### src/rtl/wb_port_arbiter.sv
// wb_port_arbiter
// Register-file write-back stage. Selects the committing MEM/WB result from
// NUM_SRC packed sources and drives one registered write port. Results from
// long-latency side units are queued in an in-order FIFO. They are written only
// in cycles the pipeline leaves free.
//
// Ports:
//   Clk, Rst_n           clock, asynchronous active-low reset
//   MEM_WB_*             committing instruction: valid, regwrite, dest, source select, sources
//   Side_Valid/Ready     side-result handshake; Side_Reg/Side_Data carry the result
//   Query_Reg/Query_Hit  hazard lookup: a live queued entry targets Query_Reg
//   Side_Count           FIFO occupancy
//   WB_*                 registered register-file write port
module wb_port_arbiter #(
    parameter int unsigned DATA_W     = 32,
    parameter int unsigned REG_AW     = 5,
    parameter int unsigned NUM_SRC    = 3,
    parameter int unsigned FIFO_DEPTH = 4,
    localparam int unsigned SEL_W     = (NUM_SRC > 1) ? $clog2(NUM_SRC) : 1,
    localparam int unsigned CNT_W     = $clog2(FIFO_DEPTH + 1)
) (
    input  logic                      Clk,
    input  logic                      Rst_n,
    input  logic                      MEM_WB_Valid,
    input  logic                      MEM_WB_RegWrite,
    input  logic [REG_AW-1:0]         MEM_WB_WriteReg,
    input  logic [SEL_W-1:0]          MEM_WB_SrcSel,
    input  logic [NUM_SRC*DATA_W-1:0] MEM_WB_SrcData,
    input  logic                      Side_Valid,
    output logic                      Side_Ready,
    input  logic [REG_AW-1:0]         Side_Reg,
    input  logic [DATA_W-1:0]         Side_Data,
    input  logic [REG_AW-1:0]         Query_Reg,
    output logic                      Query_Hit,
    output logic [CNT_W-1:0]          Side_Count,
    output logic                      WB_RegWrite,
    output logic [REG_AW-1:0]         WB_WriteReg,
    output logic [DATA_W-1:0]         WB_WriteData
);

    localparam int unsigned PTR_W = $clog2(FIFO_DEPTH);
    localparam logic [CNT_W-1:0] FULL_CNT = CNT_W'(FIFO_DEPTH);

    logic              entLive [FIFO_DEPTH];
    logic [REG_AW-1:0] entReg  [FIFO_DEPTH];
    logic [DATA_W-1:0] entData [FIFO_DEPTH];
    logic [PTR_W-1:0]  headPtr;
    logic [PTR_W-1:0]  tailPtr;
    logic [CNT_W-1:0]  count;
    logic [CNT_W-1:0]  countNext;

    logic              pipeCommit;
    logic [DATA_W-1:0] pipeData;
    logic              headLive;
    logic              drain;
    logic              pop;
    logic              enq;

    assign pipeCommit = MEM_WB_Valid && MEM_WB_RegWrite && (MEM_WB_WriteReg != '0);

    // Out-of-range selects fall back to source 0.
    always_comb begin
        pipeData = MEM_WB_SrcData[DATA_W-1:0];
        for (int unsigned i = 1; i < NUM_SRC; i++) begin
            if (MEM_WB_SrcSel == SEL_W'(i)) begin
                pipeData = MEM_WB_SrcData[i*DATA_W +: DATA_W];
            end
        end
    end

    // Slots outside the occupied range are always dead, so no count qualifier is needed.
    assign headLive = entLive[headPtr];
    assign drain    = !pipeCommit && headLive;
    // A dead head is retired even while the pipeline owns the write port.
    assign pop      = (count != '0) && !(headLive && pipeCommit);

    // Readiness comes from the registered count only; a same-cycle pop does not free a slot.
    assign Side_Ready = (count != FULL_CNT);
    // Writes to r0 are accepted but dropped.
    assign enq        = Side_Valid && Side_Ready && (Side_Reg != '0);
    assign countNext  = count + CNT_W'(enq) - CNT_W'(pop);
    assign Side_Count = count;

    always_comb begin
        Query_Hit = 1'b0;
        for (int unsigned i = 0; i < FIFO_DEPTH; i++) begin
            if (entLive[i] && (entReg[i] == Query_Reg)) begin
                Query_Hit = 1'b1;
            end
        end
        if (Query_Reg == '0) begin
            Query_Hit = 1'b0;
        end
    end

    always_ff @(posedge Clk or negedge Rst_n) begin
        if (!Rst_n) begin
            for (int unsigned i = 0; i < FIFO_DEPTH; i++) begin
                entLive[i] <= 1'b0;
                entReg[i]  <= '0;
                entData[i] <= '0;
            end
            headPtr      <= '0;
            tailPtr      <= '0;
            count        <= '0;
            WB_RegWrite  <= 1'b0;
            WB_WriteReg  <= '0;
            WB_WriteData <= '0;
        end else begin
            // The pipeline write is newer than any queued result for the same register.
            if (pipeCommit) begin
                for (int unsigned i = 0; i < FIFO_DEPTH; i++) begin
                    if (entReg[i] == MEM_WB_WriteReg) begin
                        entLive[i] <= 1'b0;
                    end
                end
            end
            if (pop) begin
                entLive[headPtr] <= 1'b0;
                headPtr          <= headPtr + PTR_W'(1);
            end
            // Placed after the squash so a same-cycle side result to that register stays live.
            if (enq) begin
                entLive[tailPtr] <= 1'b1;
                entReg[tailPtr]  <= Side_Reg;
                entData[tailPtr] <= Side_Data;
                tailPtr          <= tailPtr + PTR_W'(1);
            end
            count <= countNext;

            if (pipeCommit) begin
                WB_RegWrite  <= 1'b1;
                WB_WriteReg  <= MEM_WB_WriteReg;
                WB_WriteData <= pipeData;
            end else if (drain) begin
                WB_RegWrite  <= 1'b1;
                WB_WriteReg  <= entReg[headPtr];
                WB_WriteData <= entData[headPtr];
            end else begin
                WB_RegWrite  <= 1'b0;
            end
        end
    end

endmodule

### config.mk
export PLATFORM = sky130hd
export DESIGN_NAME = wb_port_arbiter
export DESIGN_NICKNAME = d
export VERILOG_FILES = /design/src/rtl/wb_port_arbiter.sv
export SDC_FILE = /design/constraint.sdc
export NUM_CORES = 1
export LEC_CHECK = 0
export CORE_MARGIN = 4
export CORE_UTILIZATION = 55
export DETAILED_ROUTE_END_ITERATION = 16
export PLACE_DENSITY = 0.86
export SETUP_SLACK_MARGIN = 0.5
export SYNTH_ARGS = -nofsm -noshare
export SYNTH_HDL_FRONTEND = slang
export SYNTH_SLANG_ARGS = --single-unit
### constraint.sdc
create_clock -name Clk -period 5.65 [get_ports Clk]
set_clock_uncertainty 0.2 [all_clocks]
set_input_delay 0.565 -clock Clk [delete_from_list [all_inputs] [get_ports Clk]]
set_output_delay 0.565 -clock Clk [all_outputs]
set_load 0.005 [all_outputs]
Yosys cells after proc, flatten, opt, wreduce, memory -nomap -nowiden
Index checks and enable logic that the tools add are counted.

word-level totals
  flip-flop bits (word level) = 197
  input port bits = 150
  output and inout port bits = 43
  word-level logic and storage cells = 101

cells by class
  add/sub/neg operators = 4
  magnitude comparators = 4
  equal/unequal tests = 11
  mux-type cells = 39
  bitwise operators = 5
  reduce and logical (&&, ||, !) cells = 20

operators by type and width
  kind                                                        count
  2-to-1 mux 32 bit                                           7
  bitwise mux 128 bit                                         1
  binary-select mux 32 bit (select 2 bit)                     1
  demux 32 bit (select 2 bit)                                 1
  equality test 5 bit                                         8
  2-to-1 mux 5 bit                                            5
  bitwise mux 20 bit                                          1
  2-to-1 mux 1 bit                                            15
  logical AND 1 bit                                           13
  2-to-1 mux 4 bit                                            3
  binary-select mux 5 bit (select 2 bit)                      1
  demux 5 bit (select 2 bit)                                  1
  nonzero test 5 bit                                          2
  >= comparator 3 bit, second input constant                  2
  less-than comparator 3 x 1 -> 1 bit, second input constant  2
  inverter 2 -> 3 bit                                         2
  logical NOT 5 bit                                           1
  adder 2 x 1 -> 2 bit, second input constant                 2
  bitwise AND 4 bit                                           1
  demux 1 bit (select 2 bit)                                  2
  inverter 4 bit                                              1
  OR 4 bit                                                    1
  adder 3 x 1 -> 3 bit                                        1
  != test 3 bit, second input constant                        1
  7 further kinds                                             8

Logic depth before layout (Yosys ltp)
Gate-level depths: netlist of run 1.

  depth after elaboration = 10
  depth in mapped cells = 10
  depth with buffers taken out = 8

Worst setup path after synthesis of run 1
OpenSTA, ideal clock, no wires.

  path type = input-to-reg
  start point = in MEM_WB_WriteReg[1]
  end point = reg count[2] (netlist: Side_Count[2])
  setup time = 0.124 ns
  data arrival time = 2.708 ns
  required time = 5.326 ns
  setup slack = 2.617 ns
  stages on the path = 10
  path buffers = 2
  cell sequence = buf_2 -> or4_4 -> o21ba_1 -> buf_2 -> a21oi_4 -> xnor2_1 -> ha_1 -> fa_1 -> xor2_1 -> xnor2_1

between the ends
  word-level cells in the longest chain between the ends = 6

RTL lines
  item                       line  RTL
  start, declared            26    input logic [REG_AW-1:0] MEM_WB_WriteReg,
  nonzero test 5 bit         59    assign pipeCommit = MEM_WB_Valid && MEM_WB_RegWrite && (MEM_WB_WriteReg != '0);
  logical AND 1 bit          59
  logical AND 1 bit          75    assign pop = (count != '0) && !(headLive && pipeCommit);
  logical NOT 1 bit          75
  logical AND 1 bit          75
  subtractor 3 x 1 -> 3 bit  81    assign countNext = count + CNT_W'(enq) - CNT_W'(pop);
  net countNext[2]           50    logic [CNT_W-1:0] countNext;
  end signal, assigned       129   count <= countNext;
  end, declared              49    logic [CNT_W-1:0] count;

The timed path passes the listed nets, and every way through them passes these cells.
A chain may end at the register's enable or synchronous reset.

Worst setup path after layout of run 1
  start point = in Query_Reg[1]
  end point = out Query_Hit

between the ends
  word-level cells in the longest chain between the ends = 7
  elaborated cells on any way between the ends = 14
  those cells by class = eq/ne (4); mux (5); reduce/logical (5)

RTL lines
  item                           line  RTL
  start, declared                33    input logic [REG_AW-1:0] Query_Reg,
  equality test 5 bit            87    if (entLive[i] && (entReg[i] == Query_Reg)) begin
  logical AND 1 bit              87
  2-to-1 mux 1 bit (4 in a row)  87
  2-to-1 mux 1 bit (*)           91    if (Query_Reg == '0) begin
  end, declared                  34    output logic Query_Hit,

Mark *: on every way between the ends. The rest lies on a longest branch, timed or not.

==> results.sh, run 1 <==
export IMPL_post_route_period_util_pct=58.0
export IMPL_post_cts_setup_buffers=0
export IMPL_tns_ps=0
export IMPL_layout_drive_gt1_share_pct=24.9
export IMPL_grt_max_degree=198
export IMPL_chipHeight_um=147
export IMPL_max_stage_delay_ps=550
export IMPL_synth_yosys_warnings=0
export IMPL_clock_root_buffer="clkbuf_16"
export IMPL_drtPass1Iterations=6
export IMPL_gp_congestion=0.841
export IMPL_synthCells=794
export IMPL_crit_chain="clkdlybuf4s50_1 -> xor2_1 -> nor4_1 -> nand3_1 -> nand4_1 -> o21a_1 -> clkdlybuf4s50_1"
export IMPL_boundaryPins=193
export IMPL_outcome="finished clean"
export IMPL_cp_end_kind="output port"
export IMPL_vias_per_cell=5.72
export IMPL_detail_route_antenna_nets=0
export IMPL_p_leak_nw=5.43
export IMPL_setup_viol=0
export IMPL_yosys_area_top_type="dfrtp_1"
export IMPL_netlist_top_cells_area="dfrtp_1 46%, mux2_4 11%, mux4_2 8.1%"
export IMPL_period_needed_ps=3280
export IMPL_crit_path_start_kind="input port"
export IMPL_worst_pin_slew_ps=1140
export IMPL_start_util_pct=56.3
export IMPL_path_common_cell="clkdlybuf4s50_1"
export IMPL_nFillCells=1333
export IMPL_fin_hold_ws_ps=122
export IMPL_syn_to_final_growth_pct=23.7
export IMPL_mappedNetlistNets=954
export IMPL_fp_row_count=50
export IMPL_rsz0062_at_grt="false"
export IMPL_yosysSeqAreaShare_pct=46.5
export IMPL_syn_area_sq_um=10600
export IMPL_ctsHoldBuffers=0
export IMPL_port_buffers=192
export IMPL_synth_top_area_share_pct=46.5
export IMPL_syn_avg_cell_area_sq_um=13.4
export IMPL_ir_drop_mv=0.357
export IMPL_final_common_cell="dfrtp_1"
export IMPL_hold_violations=0
export IMPL_fin_nets=1108
export IMPL_p_per_area_nw_per_um2=538
export IMPL_overflow=0
export IMPL_post_drt_wl_per_cell_um=20.4
export IMPL_power_mw=7.05
export IMPL_via_count=6989
export IMPL_coreArea_sq_um=18800
export IMPL_finalMaxSlewViolations=0
export IMPL_numCtsBuffers=17
export IMPL_cts_resized=0
export IMPL_drtIter0Drc=389
export IMPL_layout_common_cells="195 x dfrtp_1, 189 x clkdlybuf4s50_1, 76 x mux2_4"
export IMPL_grt_pass1_vias=7521
export IMPL_dp_hpwl_um=16500
export IMPL_grt_antenna_before_repair=1
export IMPL_clock_latency_ps=430
export IMPL_cp_max_fo=5
export IMPL_fmax_mhz=305
export IMPL_drcViolationCount=0
export IMPL_grt_pass1_wl_um=40600
export IMPL_hold_class="in -> async"
export IMPL_slew_limit_headroom_pct=23.8
export IMPL_path_class="in -> out"
export IMPL_die_area_sq_um=21600
export IMPL_grt_use_total_pct=23.6
export IMPL_clk_path_buf_depth=2
export IMPL_num_antenna_cells=0
export IMPL_arrival_ps=2510
export IMPL_yosysUniqueCellTypes=37
export IMPL_clkSlewWorstSetupHoldPaths_ps=70
export IMPL_synth_seq_cells=197
export IMPL_drt_total_wl_um=24900
export IMPL_cts_sinks=197
export IMPL_max_cap_violations=0
export IMPL_post_route_util_pct=69.7
export IMPL_h_tree_depth=4
export IMPL_crit_required_ps=4890
export IMPL_cts_tree="yes"
export IMPL_fp_dieW_um=147
export IMPL_cp_slowest_cell="clkdlybuf4s50_1"
## state kept, by name, indices dropped and copies added (netlist names)
signal        flops
Side_Count        3
WB_RegWrite       1
WB_WriteData     32
WB_WriteReg       5
entData         128
entLive           4
entReg           20
headPtr           2
tailPtr           2
## where the power goes
| group | switching, mW | internal [mW] |
|---|---|---|
| sequential | 0.498 | 2.15 |
| clock | 0.558 | 0.618 |
| combinational | 1.24 | 1.99 |
| total | 2.30 | 4.75 |
## worst max-delay path: cells and delay by family
kind / cells / cell delay, ps
simple gates: 3 / 590
xor+xnor: 1 / 200
compound gates: 1 / 130
buf+inv: 2 / 1040
## metrics by stage
stage	instance area [sq um]	std cells	setup slack, ps
after floorplan	10600	794	2620
after global placement	12500	1189	2080
after detailed placement	12500	1189	2000
after CTS	13100	1221	2360
after global routing	13100	1221	2200
final	13100	1221	2370
## synth_stat cells
cell type    n
dfrtp_1    197
o41ai_1      4
or4_4        2
nand4_1      1
o211a_4      1
mux2i_1     68
clkbuf_1    23
nor4_1       4
mux2_2      72
o221a_2      1
buf_8        4
xnor2_1     20
mux4_2      38
xor2_1      25
a211oi_1    32
o21ba_1      1
nand2_1      7
mux2_4      76
o21bai_2     1
and2_4       4
o21ai_0      5
inv_1        6
fa_1         1
or4_1        1
or2_1        5
o211ai_1     1
o21a_1       1
nor2b_1     32
nor2_1      34
nor3_1       1
a21oi_1     70
nand3_1     10
buf_2       22
buf_6        8
a21oi_4      1
ha_1         9
buf_1        6
## worst paths after layout
| path | start | endpoint | slack [ps] | cells after the start |
|---|---|---|---|---|
| max | Query_Reg[1] | Query_Hit | 2370 | 7 |
| min in group Clk | entData[41] | entData[41] | 310 | 1 |
| min | Rst_n | entData[122] | 120 | 2 |
| max reg2reg | headPtr[0] | Side_Count[2] | 2400 | 8 |
| min reg2reg | entData[41] | entData[41] | 310 | 1 |
| max in group asynchronous | Rst_n | headPtr[1] | 4330 | 2 |
## kinds of logic (layout without fill, tap and decap cells)
logic type,Yosys count,after routing,share of synthesized area (%)
AOI/OAI and AO/OA,118,118,6.90
and+or+nand+nor,101,101,5.06
muxes,254,254,32.9
DFF,197,197,46.5
xor gates and xnor gates,45,45,3.72
adders and majority gates,10,10,1.25
buffers and inverters,69,236,3.69
## layout make-up
cell class	instances	area [sq um]	area share, %
multi-input combinational	528	5290	40.3
sequential	197	4930	37.6
timing repair buffer	198	1980	15.1
clock buffer	17	425	3.24
tap	260	325	2.48
clock inverter	15	144	1.10
inverter	6	22.5	0.172
## metal layers
metal	GRT usage [%]	part of all wire, %
met2	39.4	50
met5	0	0.080
met3	5.21	4.7
met4	6.07	1.5
met1	31.5	43
(Power assumes the default switching activity.)
==> inputs of run 2 (changes only) <==
--- a/config.mk
+++ b/config.mk
@@ -6,9 +6,9 @@
 export NUM_CORES = 1
 export LEC_CHECK = 0
 export CORE_MARGIN = 4
-export CORE_UTILIZATION = 55
+export CORE_UTILIZATION = 48
 export DETAILED_ROUTE_END_ITERATION = 16
-export PLACE_DENSITY = 0.86
+export PLACE_DENSITY = 0.8
 export SETUP_SLACK_MARGIN = 0.5
 export SYNTH_ARGS = -nofsm -noshare
 export SYNTH_HDL_FRONTEND = slang
==> constraint.sdc (replaced) <==
create_clock -name Clk -period 2.9 [get_ports Clk]
set_clock_uncertainty 0.2 [all_clocks]
set_input_delay 0.29 -clock Clk [delete_from_list [all_inputs] [get_ports Clk]]
set_output_delay 0.29 -clock Clk [all_outputs]
set_load 0.005 [all_outputs]
==> run 2 against run 1 <==
Largest cell class unchanged; highest routed layer unchanged; count of clock-buffer cells in the layout rose by 1; routed wire length rose by 2.2%; clock power rose by 97%; sequential cell count did not move; global-route usage fell by 2.5 points; power rose by 97%; non-clock buffer count rose by 31; sequential power rose by 92%.
==> results.sh, run 2 (synthesis results as in run 1) <==
export IMPL_grt_pass1_vias=7488
export IMPL_fp_dieW_um=157
export IMPL_grt_max_degree=81
export IMPL_via_count=7047
export IMPL_drtPass1Iterations=4
export IMPL_grt_use_total_pct=21.1
export IMPL_layout_common_cells="193 x dfrtp_1, 178 x clkdlybuf4s50_1, 76 x mux2_4"
export IMPL_setup_viol=0
export IMPL_p_leak_nw=5.66
export IMPL_p_per_area_nw_per_um2=1030
export IMPL_clkSlewWorstSetupHoldPaths_ps=80
export IMPL_fmax_mhz=419
export IMPL_final_common_cell="dfrtp_1"
export IMPL_hold_class="in -> reg"
export IMPL_dp_hpwl_um=17100
export IMPL_max_cap_violations=0
export IMPL_overflow=0
export IMPL_start_util_pct=48.7
export IMPL_largest_register="entData"
export IMPL_post_drt_wl_per_cell_um=20.0
export IMPL_numCtsBuffers=17
export IMPL_period_needed_ps=2390
export IMPL_ir_drop_mv=0.542
export IMPL_r2r_start="Side_Count[2]"
export IMPL_cts_sinks=197
export IMPL_detail_route_antenna_nets=0
export IMPL_drtIter0Drc=511
export IMPL_cts_tree="yes"
export IMPL_hold_start="Side_Reg[0]"
export IMPL_layout_cells_non_filler=1272
export IMPL_largestRegisters="entData: 128 flops, WB_WriteData: 32 flops, entReg: 20 flops"
export IMPL_vias_per_cell=5.54
export IMPL_path_class="reg -> reg"
export IMPL_placedCellCount=1227
export IMPL_num_antenna_cells=0
export IMPL_h_tree_depth=4
export IMPL_arrival_ps=2500
export IMPL_slew_limit_headroom_pct=45.8
export IMPL_boundaryPins=193
export IMPL_cp_max_fo=4
export IMPL_rsz0062_at_grt="true"
export IMPL_fin_nets=1139
export IMPL_grt_pass1_wl_um=41000
export IMPL_power_mw=13.9
export IMPL_outcome="finished clean"
export IMPL_cp_startpoint="Side_Count[2]"
export IMPL_fp_row_count=54
export IMPL_drt_total_wl_um=25500
export IMPL_clock_latency_ps=430
export IMPL_grt_antenna_before_repair=1
export IMPL_crit_path_start_kind="flip-flop"
export IMPL_layout_drive_gt1_share_pct=27.9
export IMPL_worst_pin_slew_ps=813
export IMPL_post_route_period_util_pct=82.3
export IMPL_cp_end_kind="flip-flop"
export IMPL_chipHeight_um=157
export IMPL_finalMaxSlewViolations=0
export IMPL_drcViolationCount=0
export IMPL_die_area_sq_um=24500
export IMPL_clock_root_buffer="clkbuf_16"
export IMPL_largest_register_ffs=128
export IMPL_fin_hold_ws_ps=53.3
export IMPL_hold_violations=0
export IMPL_clk_path_buf_depth=2
export IMPL_nFillCells=1676
export IMPL_gp_congestion=0.918
export IMPL_crit_required_ps=3010
export IMPL_coreArea_sq_um=21800
export IMPL_port_buffers=192
export IMPL_pre_cts_ws_ps=-31.0
export IMPL_worst_slack_ps=513
export IMPL_syn_to_final_growth_pct=26.9
-- run 2: cell count changes in the layout (fill, tap and decap cells not counted), sizes merged, moves of 2 or more --
cell | previous run | this run
buf | 8 | 38
clkdlybuf4s50 | 189 | 178
dlygate4sd2 | 0 | 5
dlymetal6s2s | 0 | 5
clkbuf | 18 | 20
-- run 2: area by class of cell --
| class | count | area (sq um) | area share (%) |
|---|---|---|---|
| clock inverters | 14 | 144 | 1.07 |
| inverters | 6 | 22.5 | 0.167 |
| repair buffers | 229 | 2250 | 16.7 |
| well taps | 280 | 350 | 2.60 |
| multi-input cells | 528 | 5320 | 39.6 |
| flip-flops and latches | 197 | 4930 | 36.7 |
| clock buffers | 18 | 429 | 3.19 |
-- run 2: layer usage --
| metal | vias up | GRT usage, % | share of wire, % |
|---|---|---|---|
| li1 | 3262 | - | - |
| met1 | 3554 | 29.1 | 44 |
| met2 | 193 | 34.1 | 48 |
| met3 | 36 | 3.95 | 5.3 |
| met4 | 2 | 6.45 | 1.9 |
| met5 | - | 0 | 0.079 |
-- run 2: path summary, 6_finish.rpt --
path	depth (start not counted)	slack, ps	to
setup / recovery	7	510	Side_Count[2]
hold / removal	2	50	entReg[10]
setup reg to reg	7	510	Side_Count[2]
hold reg to reg	1	310	entData[6]
max in group asynchronous	3	1500	entData[31]
min in group asynchronous	2	210	entData[122]
-- run 2: power breakdown --
group | internal (mW) | switching (mW)
combinational | 4.00 | 2.49
clock | 1.22 | 1.10
sequential | 4.19 | 0.902
total | 9.41 | 4.50
-- run 2: per-stage QoR --
stage	TNS (ps)	utilization [%]	cell area, sq um
final	0	61.8	13500
after global routing	0	61.8	13500
after CTS	0	61.5	13400
after detailed placement	-31.0	58.6	12800
after global placement	-1.59	58.6	12800
after floorplan	0	-	10600
-- run 2: what timing repair did --
action	4_1_cts	5_1_grt
setup endpoints to repair	2	4
gates resized for setup	9	9
hold endpoints to repair	62	0
pin swaps	9	7
hold buffers	1	0
buffers inserted	6	6
-- run 2: worst max-delay path, cell delays in order, from the launching register on --
cell	delay, ps
dfrtp_1	440
nor3_1	540
a21oi_4	120
xnor2_2	170
ha_2	190
fa_2	330
xor2_1	150
xnor2_1	130
